[src/rtl/ifetch_unit.sv]
// ifetch_unit -- instruction fetch stage.
//
// Owns the program counter, issues word reads to instruction memory over a
// req/ack handshake and hands each fetched instruction (with its PC) to
// decode over a valid/ready handshake. Redirects from execute discard any
// wrong-path fetch: an un-acked request is completed (never withdrawn) and
// its data dropped, then fetch restarts at the redirect target.
//
// Optional feature: define IFETCH_SKID_EN to add a 1-entry skid register,
// which allows one instruction per cycle with a zero-wait memory. Without it
// the stage alternates fetch / hand-off (at most one instruction per 2 cycles).
//
// Ports:
//   clk, reset                 clock (rising edge), async active-low reset
//   redirect_valid/redirect_pc taken branch/jump from execute (pc[1:0] ignored)
//   imem_req/imem_addr         read request to instruction memory (registered)
//   imem_ack/imem_rdata        read completion and data
//   instr_valid/instr/instr_pc instruction slot presented to decode
//   instr_ready                decode accepts the slot this cycle

module ifetch_unit #(
    parameter logic [31:0] RESET_PC  = 32'h8000_0000,
    parameter logic [31:0] NOP_INSTR = 32'h0000_0013
) (
    input  logic        clk,
    input  logic        reset,
    input  logic        redirect_valid,
    input  logic [31:0] redirect_pc,
    output logic        imem_req,
    output logic [31:0] imem_addr,
    input  logic        imem_ack,
    input  logic [31:0] imem_rdata,
    output logic        instr_valid,
    output logic [31:0] instr,
    output logic [31:0] instr_pc,
    input  logic        instr_ready
);

    typedef enum logic [1:0] {IDLE, REQ, FULL, FLUSH} state_t;

    state_t      state;
    logic [31:0] pc;        // next fetch address (redirect target while flushing)
    logic        consume;
    logic [31:0] target;
    logic [31:0] pc_inc;

`ifdef IFETCH_SKID_EN
    logic        skid_valid;
    logic [31:0] skid_instr;
    logic [31:0] skid_pc;
`endif

    assign consume = instr_valid && instr_ready;
    assign target  = {redirect_pc[31:2], 2'b00};
    assign pc_inc  = pc + 32'd4;   // wraps modulo 2^32

    always_ff @(posedge clk or negedge reset) begin
        if (!reset) begin
            state       <= IDLE;
            pc          <= RESET_PC;
            imem_req    <= 1'b0;
            imem_addr   <= RESET_PC;
            instr_valid <= 1'b0;
            instr       <= NOP_INSTR;
            instr_pc    <= 32'd0;
`ifdef IFETCH_SKID_EN
            skid_valid  <= 1'b0;
            skid_instr  <= NOP_INSTR;
            skid_pc     <= 32'd0;
`endif
        end else begin
            // Slot drains on a transfer unless something below refills it.
            if (consume) begin
                instr_valid <= 1'b0;
                instr       <= NOP_INSTR;
            end

            if (redirect_valid) begin
                // Redirect wins over everything: flush slot/skid, retarget pc.
                instr_valid <= 1'b0;
                instr       <= NOP_INSTR;
                pc          <= target;
`ifdef IFETCH_SKID_EN
                skid_valid  <= 1'b0;
`endif
                if ((state == REQ || state == FLUSH) && !imem_ack) begin
                    // Request still outstanding: keep req/addr stable and
                    // wait for its ack before fetching the target.
                    state <= FLUSH;
                end else begin
                    state     <= REQ;
                    imem_req  <= 1'b1;
                    imem_addr <= target;
                end
            end else begin
                case (state)
                    IDLE: begin
                        state     <= REQ;
                        imem_req  <= 1'b1;
                        imem_addr <= pc;
                    end
                    REQ: begin
                        if (imem_ack) begin
                            pc <= pc_inc;
`ifdef IFETCH_SKID_EN
                            if (!instr_valid || consume) begin
                                // Slot free next cycle: fill it, keep fetching.
                                instr_valid <= 1'b1;
                                instr       <= imem_rdata;
                                instr_pc    <= pc;
                                imem_addr   <= pc_inc;
                            end else begin
                                skid_valid <= 1'b1;
                                skid_instr <= imem_rdata;
                                skid_pc    <= pc;
                                state      <= FULL;
                                imem_req   <= 1'b0;
                            end
`else
                            // Slot is always empty in REQ without a skid.
                            instr_valid <= 1'b1;
                            instr       <= imem_rdata;
                            instr_pc    <= pc;
                            state       <= FULL;
                            imem_req    <= 1'b0;
`endif
                        end
                    end
                    FULL: begin
                        if (consume) begin
`ifdef IFETCH_SKID_EN
                            if (skid_valid) begin
                                instr_valid <= 1'b1;
                                instr       <= skid_instr;
                                instr_pc    <= skid_pc;
                                skid_valid  <= 1'b0;
                            end
`endif
                            state     <= REQ;
                            imem_req  <= 1'b1;
                            imem_addr <= pc;
                        end
                    end
                    FLUSH: begin
                        // Wrong-path data is dropped; pc already holds the target.
                        if (imem_ack) begin
                            state     <= REQ;
                            imem_addr <= pc;
                        end
                    end
                    default: state <= IDLE;
                endcase
            end
        end
    end

endmodule

[config.mk]
export PLATFORM = sky130hd
export DESIGN_NAME = ifetch_unit
export DESIGN_NICKNAME = d
export VERILOG_FILES = /design/src/rtl/ifetch_unit.sv
export SDC_FILE = /design/constraint.sdc
export NUM_CORES = 1
export LEC_CHECK = 0
export BUFFER_PORTS_ARGS = -buffer_cell sky130_fd_sc_hd__clkbuf_2
export CAP_MARGIN = 20
export CORE_MARGIN = 1.5
export CORE_UTILIZATION = 40
export CTS_BUF_LIST = sky130_fd_sc_hd__clkbuf_8
export CTS_CLUSTER_DIAMETER = 200
export DETAILED_ROUTE_END_ITERATION = 10
export GPL_TIMING_DRIVEN = 0
export SKIP_LAST_GASP = 1
export SYNTH_ARGS = -nofsm -noshare
export SYNTH_HDL_FRONTEND = slang
export SYNTH_SLANG_ARGS = --single-unit
[constraint.sdc]
create_clock -name clk -period 3.3 [get_ports clk]
set_clock_uncertainty 0.1 [all_clocks]
set_input_delay 0.33 -clock clk [delete_from_list [all_inputs] [get_ports clk]]
set_output_delay 0.33 -clock clk [all_outputs]
set_load 0.05 [all_outputs]
# Word level (Yosys, flattened, before mapping)
# Index checks and enable logic that the tools add are counted.
[totals]
register_bits = 132
in_bits = 69
[op_classes]
eq_ne = 7
n_bitwise = 1
n_addsub = 1
reduce_logical = 14
n_mux = 27
[ops]
columns = ["cell", "count"]
rows = [
  ["32-bit two-way mux", 11],
  ["32-bit one-hot mux with 3 select lines", 1],
  ["32-bit by 3-bit adder with 32-bit output, second input constant", 1],
  ["2-bit two-way mux", 5],
  ["3-bit inequality test, second input constant", 3],
  ["1-bit two-way mux", 8],
  ["2-bit one-hot mux with 4 select lines", 1],
  ["4-bit AND reduction", 2],
  ["4-bit nonzero test", 2],
  ["3-bit AND reduction", 2],
  ["2-bit == test, second input constant", 2],
  ["2-bit nonzero test", 2],
  ["1-bit one-hot mux with 3 select lines", 1],
  ["2-bit by 1-bit == test with 1-bit output, second input constant", 1],
  ["1-bit logical AND", 2],
  ["2-bit zero test", 1],
  ["2-bit inequality test, second input constant", 1],
  ["2-bit AND reduction", 1],
  ["1-bit zero test", 1],
  ["1-bit logical OR", 1],
  ["1-bit inverter", 1],
]

# Depth between registers and ports, before layout
[logic_depth]
word_depth = 5
depth_mapped = 6

# Least setup slack after synthesis
# OpenSTA, ideal clock, no wires.
[synth_timing]
path_type = "flip-flop to flip-flop"
startpoint = "register instr_valid"
endpoint = "register imem_addr[10]"
arrival_ns = 1.865
stages_incl_launch_ff = 6
t_required_ns = 3.075
setup_slack_ns = 1.210
setup_ns = 0.125
path_cell_list = "dfrtp_1 -> a21bo_2 -> or2_2 -> o21a_1 -> buf_1 -> mux2_2"
[synth_between]
elab_chain_cells = 3
[synth_lines]
columns = ["item", "line_no", "rtl"]
rows = [
  ["start, declared", "33", "output logic instr_valid,"],
  ["start signal, assigned", "63", "instr_valid <= 1'b0;"],
  ["start signal, assigned", "74", "instr_valid <= 1'b0;"],
  ["start signal, assigned", "80", "instr_valid <= 1'b0;"],
  ["1-bit logical AND", "53", "assign consume = instr_valid && instr_ready;"],
  ["3-bit inequality test (no line)", "-", ""],
  ["4-bit AND reduction (no line)", "-", ""],
  ["end signal, assigned", "93", "imem_addr <= target;"],
  ["end signal, assigned", "100", "imem_addr <= pc;"],
  ["end signal, assigned", "141", "imem_addr <= pc;"],
  ["end, declared", "30", "output logic [31:0] imem_addr,"],
]
# Every way passes these cells.
# A chain may end at the register's enable or synchronous reset.

# Final worst setup path
[layout_timing]
startpoint = "register state[0]"
endpoint = "register pc[23]"
[layout_between]
elab_chain_cells = 3
[layout_lines]
columns = ["item", "line_no", "rtl"]
rows = [
  ["start, declared", "41", "state_t state;"],
  ["start signal, assigned", "59", "state <= IDLE;"],
  ["start signal, assigned", "89", "state <= FLUSH;"],
  ["start signal, assigned", "91", "state <= REQ;"],
  ["2-bit by 1-bit == test with 1-bit output", "96", "case (state)"],
  ["2-bit nonzero test (no line)", "-", ""],
  ["2-bit AND reduction (no line)", "-", ""],
  ["end signal, assigned", "82", "pc <= target;"],
  ["end signal, assigned", "104", "pc <= pc_inc;"],
  ["end, declared", "42", "logic [31:0] pc;"],
]
# Every way passes these cells.

==> results.txt <==
- Depth of the worst register-to-register path: 5
- Status: finished clean
- Share of synthesized cell area in full adder, half adder and majority cells: 0.00219
- Seq/Total Area, Yosys: 0.557
* Overall power after layout: ~0.0052 W
- Data arrival time of the critical path: ~2.7 ns
- Vertical die dimension: about 120 um
- The endpoint identified for the worst register-to-register timing path is pc[23].
- Worst setup path start: state[0]
* Final hold violations: 0
* Yosys warning total: 0
* WL final: about 17000 um
* Layout cell share with drive strength beyond 1: 0.322
- Floorplan die width: approximately 120 um
- I/O pin cnt: between 150 and 200
- Buf+Inv Stages, Crit Path: 1
* Dominant combinational cell family by area after synthesis: simple AND/OR/NAND/NOR gates
* Fraction of the cycle the final worst path needs: 0.746
- In the final design database the tool counted about 840 nets.
- Total die area: 15000 sq um
- Total clock buffers created by CTS: 17
- Based on the critical path, the design can be clocked at up to between 0.4 and 0.5 GHz.
* Reg-to-reg slack, setup: 0.84 ns
- Setup violations remaining at the end of the flow were counted as 0.
- The compound-gate portion of the synthesized area came to 0.131.
- The initialized floorplan defines 43 standard-cell rows.
* Crit path max-delay family: simple AND/OR/NAND/NOR gates
* Number of clock sinks: roughly 130
- In this run the worst hold path is classified as in -> reg.
* Simple-gate share of the synthesized area: 0.174
- In this run the worst path has a maximum fanout of 9.
* Maximum ir drop on the vdd rail: 0.388 mV
- Of the post-synthesis cell area, the part taken by muxes is 0.0808.
- Number of levels the H-tree was split into: 4
* Setup repair after global routing missed its margin: false
- During placement, the flow inserted port buffers numbering ~160.
* Standard cell core area: approximately 14000 sq um
* Total congestion overflow after global routing: 0
- Entering global routing, the biggest net connects between 80 and 90 pins.
- For this configuration, the core starts out at a cell density of 0.410.
* Drt initial violations: 287
* Power density normalized to cell area: between 600 and 700 nW/um^2
- Post-detail-place hpwl: around 12000 um
- Headroom to the max-slew limit: 0.513
- CP startpoint kind: flop
- Yosys reg bits: ~130
- Once detail routing completed, the nets flagged for antenna violations numbered 0.
* Top cells by instance count after synthesis: sky130_fd_sc_hd__dfrtp_1 (122), sky130_fd_sc_hd__nand2_1 (85), sky130_fd_sc_hd__o21ai_0 (49), sky130_fd_sc_hd__mux2_2 (41), sky130_fd_sc_hd__a22o_1 (30)
* Area share of the leading cell type in the synthesized netlist: 0.534
- The first detailed-routing pass ran for 5 iterations.
- The worst setup path is of the reg -> reg kind.
- Via density per instance: 5.27
* N_diodes: 0
- Pre-CTS setup slack: slightly below 0.7 ns
- In the global route stage, overall resource usage came out at 0.244.
- Routability-driven placement congestion ratio: around 0.9
- The analysis attributes to cell leakage a power of 3.58 nW.
- In the post-route analysis, the smallest setup slack over all paths is 0.837 ns.
- Yosys instantiated no cell more often than sky130_fd_sc_hd__dfrtp_1.
- The clock reaches the later pin of the worst-skew pair after 0.44 ns.
* Crit path cell chain: nor4bb_1 > clkbuf_1 > nand3_1 > nor4_1 > mux2_2
- Unique cell type count in the Yosys netlist: 50
- First-pass GRT wire length: between 20000 and 30000 um
* Mean area per synthesized cell: 10.4 sq um
- Buffers added to address setup during post-CTS repair amount to 0.
* Via count of the routed design: 5057
- The largest single stage delay on the critical path is approximately 0.48 ns.
- The number of pins with negative max-slew slack in the final report was 0.
* Synth area leaders: sky130_fd_sc_hd__dfrtp_1 (53%), sky130_fd_sc_hd__mux2_2 (8.1%), sky130_fd_sc_hd__nand2_1 (5.6%)
- Clock-pin transition on the worst setup and hold timing paths: roughly 0.08 ns
- STA classifies the critical path endpoint as a flop.
- In this run the deepest clock path goes through 2 buffers.
- Xor/xnor cell area share of the yosys netlist: 0.0138
* Number of enable flip-flop cells after synthesis: 0
- In this run the critical register-to-register path is launched from state[0].
* Dominant synthesized flop cell: sky130_fd_sc_hd__dfrtp_1
- The mapped netlist covers 5720 sq um.
- For the pin with the worst max-slew slack, the measured transition is roughly 0.73 ns.
* Post-route worst hold slack: between 0.02 and 0.03 ns
- Count of max-cap constraint violations: 0
* Area overhead of the layout relative to synthesis: 31.7%
- The via count of the first global-routing pass came to 5196.
* Critical Path Slowest Stage Cell: sky130_fd_sc_hd__dfrtp_1
- The worst hold path passes through 3 cells.
- Min Clock Period, post-route: 2.46 ns
- In the routed design, unresolved DRC markers number 0.
- Counting flops with an async set or reset pin after synthesis yields a share of 1.00.
- The biggest area contributor in the post-synthesis netlist is sky130_fd_sc_hd__dfrtp_1.
* End point of the critical path: pc[23]
- Clk Tree Root Cell: sky130_fd_sc_hd__clkbuf_8
* TritonCTS clock tree: built
- Number of antenna violations at the first check in global routing: 0
- Average routed wire per standard cell: about 18 um
- Synthesis produced approximately 550 cells.
- Total stage count of the critical path: 5
- STA puts the critical path data required time at about 3.5 ns.
## how the worst min path moves through the flow
stage / start / end / slack (ns)
detailed placement: reset / imem_addr[1] / 0.19
global route: imem_rdata[0] / instr[0] / 0.02
global placement: instr_pc[28] / instr_pc[28] / 0.36
floorplan: reset / imem_addr[10] / -0.07
CTS: redirect_pc[2] / pc[2] / 0.0003
finish: redirect_pc[2] / pc[2] / 0.03
## layout make-up
cell class / count / area, sq um
Fill cell: 1253 / 6410
Sequential cell: 127 / 3180
Inverter: 22 / 82.6
Buffer: 35 / 148
Timing Repair Buffer: 195 / 1170
Clock inverter: 13 / 148
Multi-Input combinational cell: 368 / 2300
Clock buffer: 19 / 262
Tap cell: 180 / 225
## where the power goes
group	switching (W)	internal, W	leakage, nW	total (W)
Clock	0.000618	0.000775	0.211	0.00139
Sequential	0.000196	0.00184	1.56	0.00203
Combinational	0.00131	0.000450	1.81	0.00176
## worst min-delay path: stages
cell and delay, ns:
sky130_fd_sc_hd__clkbuf_2 0.08, sky130_fd_sc_hd__nand2_1 0.06, sky130_fd_sc_hd__o21ai_0 0.07
## layer usage
layer | up-vias | share of wire | global-route usage
li1 | 2397 | - | -
met1 | 2444 | 0.46 | 0.324
met2 | 188 | 0.45 | 0.378
met3 | 28 | 0.068 | 0.0632
met4 | 0 | 0.023 | 0.103
met5 | - | 0 | 0
## placed cells by master (no fill, tap or decap), types with 20 or more instances in the layout
cell type,count
sky130_fd_sc_hd__clkbuf_1,25
sky130_fd_sc_hd__dlygate4sd3_1,33
sky130_fd_sc_hd__a22o_1,30
sky130_fd_sc_hd__o21ai_0,49
sky130_fd_sc_hd__nand2_1,85
sky130_fd_sc_hd__dfrtp_1,122
sky130_fd_sc_hd__clkbuf_2,162
sky130_fd_sc_hd__nor2_1,28
sky130_fd_sc_hd__mux2_2,41
sky130_fd_sc_hd__inv_1,24
sky130_fd_sc_hd__clkbuf_8,20
## through the flow
step	TNS [ns]	std cells	cell area [sq um]	utilization
after CTS	0	959	7530	0.540
after floorplan	0	552	5720	-
after global placement	-17.96	893	6750	0.484
after global routing	0	959	7530	0.540
after detailed placement	0	894	6790	0.487
final	0	959	7530	0.540
## logic make-up (layout without fill, tap and decap cells)
| kind of cell | count (synthesis) | in the layout |
|---|---|---|
| multiplexers | 41 | 41 |
| AND/OR/NAND/NOR | 203 | 203 |
| flip-flops | 127 | 127 |
| buffers and inverters | 57 | 284 |
| AO/OA/AOI/OAI | 112 | 112 |
| other | 1 | 2 |
| XOR/XNOR | 9 | 9 |
| adder cells (fa/ha/maj) | 1 | 1 |
## what timing repair did
action / 4_1_cts / 5_1_grt
hold endpoints to repair: 72 / 0
hold buffers: 33 / 0
resized for setup: 0 / 0
endpoints found under the setup margin: 0 / 0
## registers in the layout, indices dropped and copies added (netlist names)
name	count
instr	32
imem_addr	31
instr_pc	30
pc	30
state	2
imem_req	1
instr_valid	1
Power figures use the tool's default switching activity.
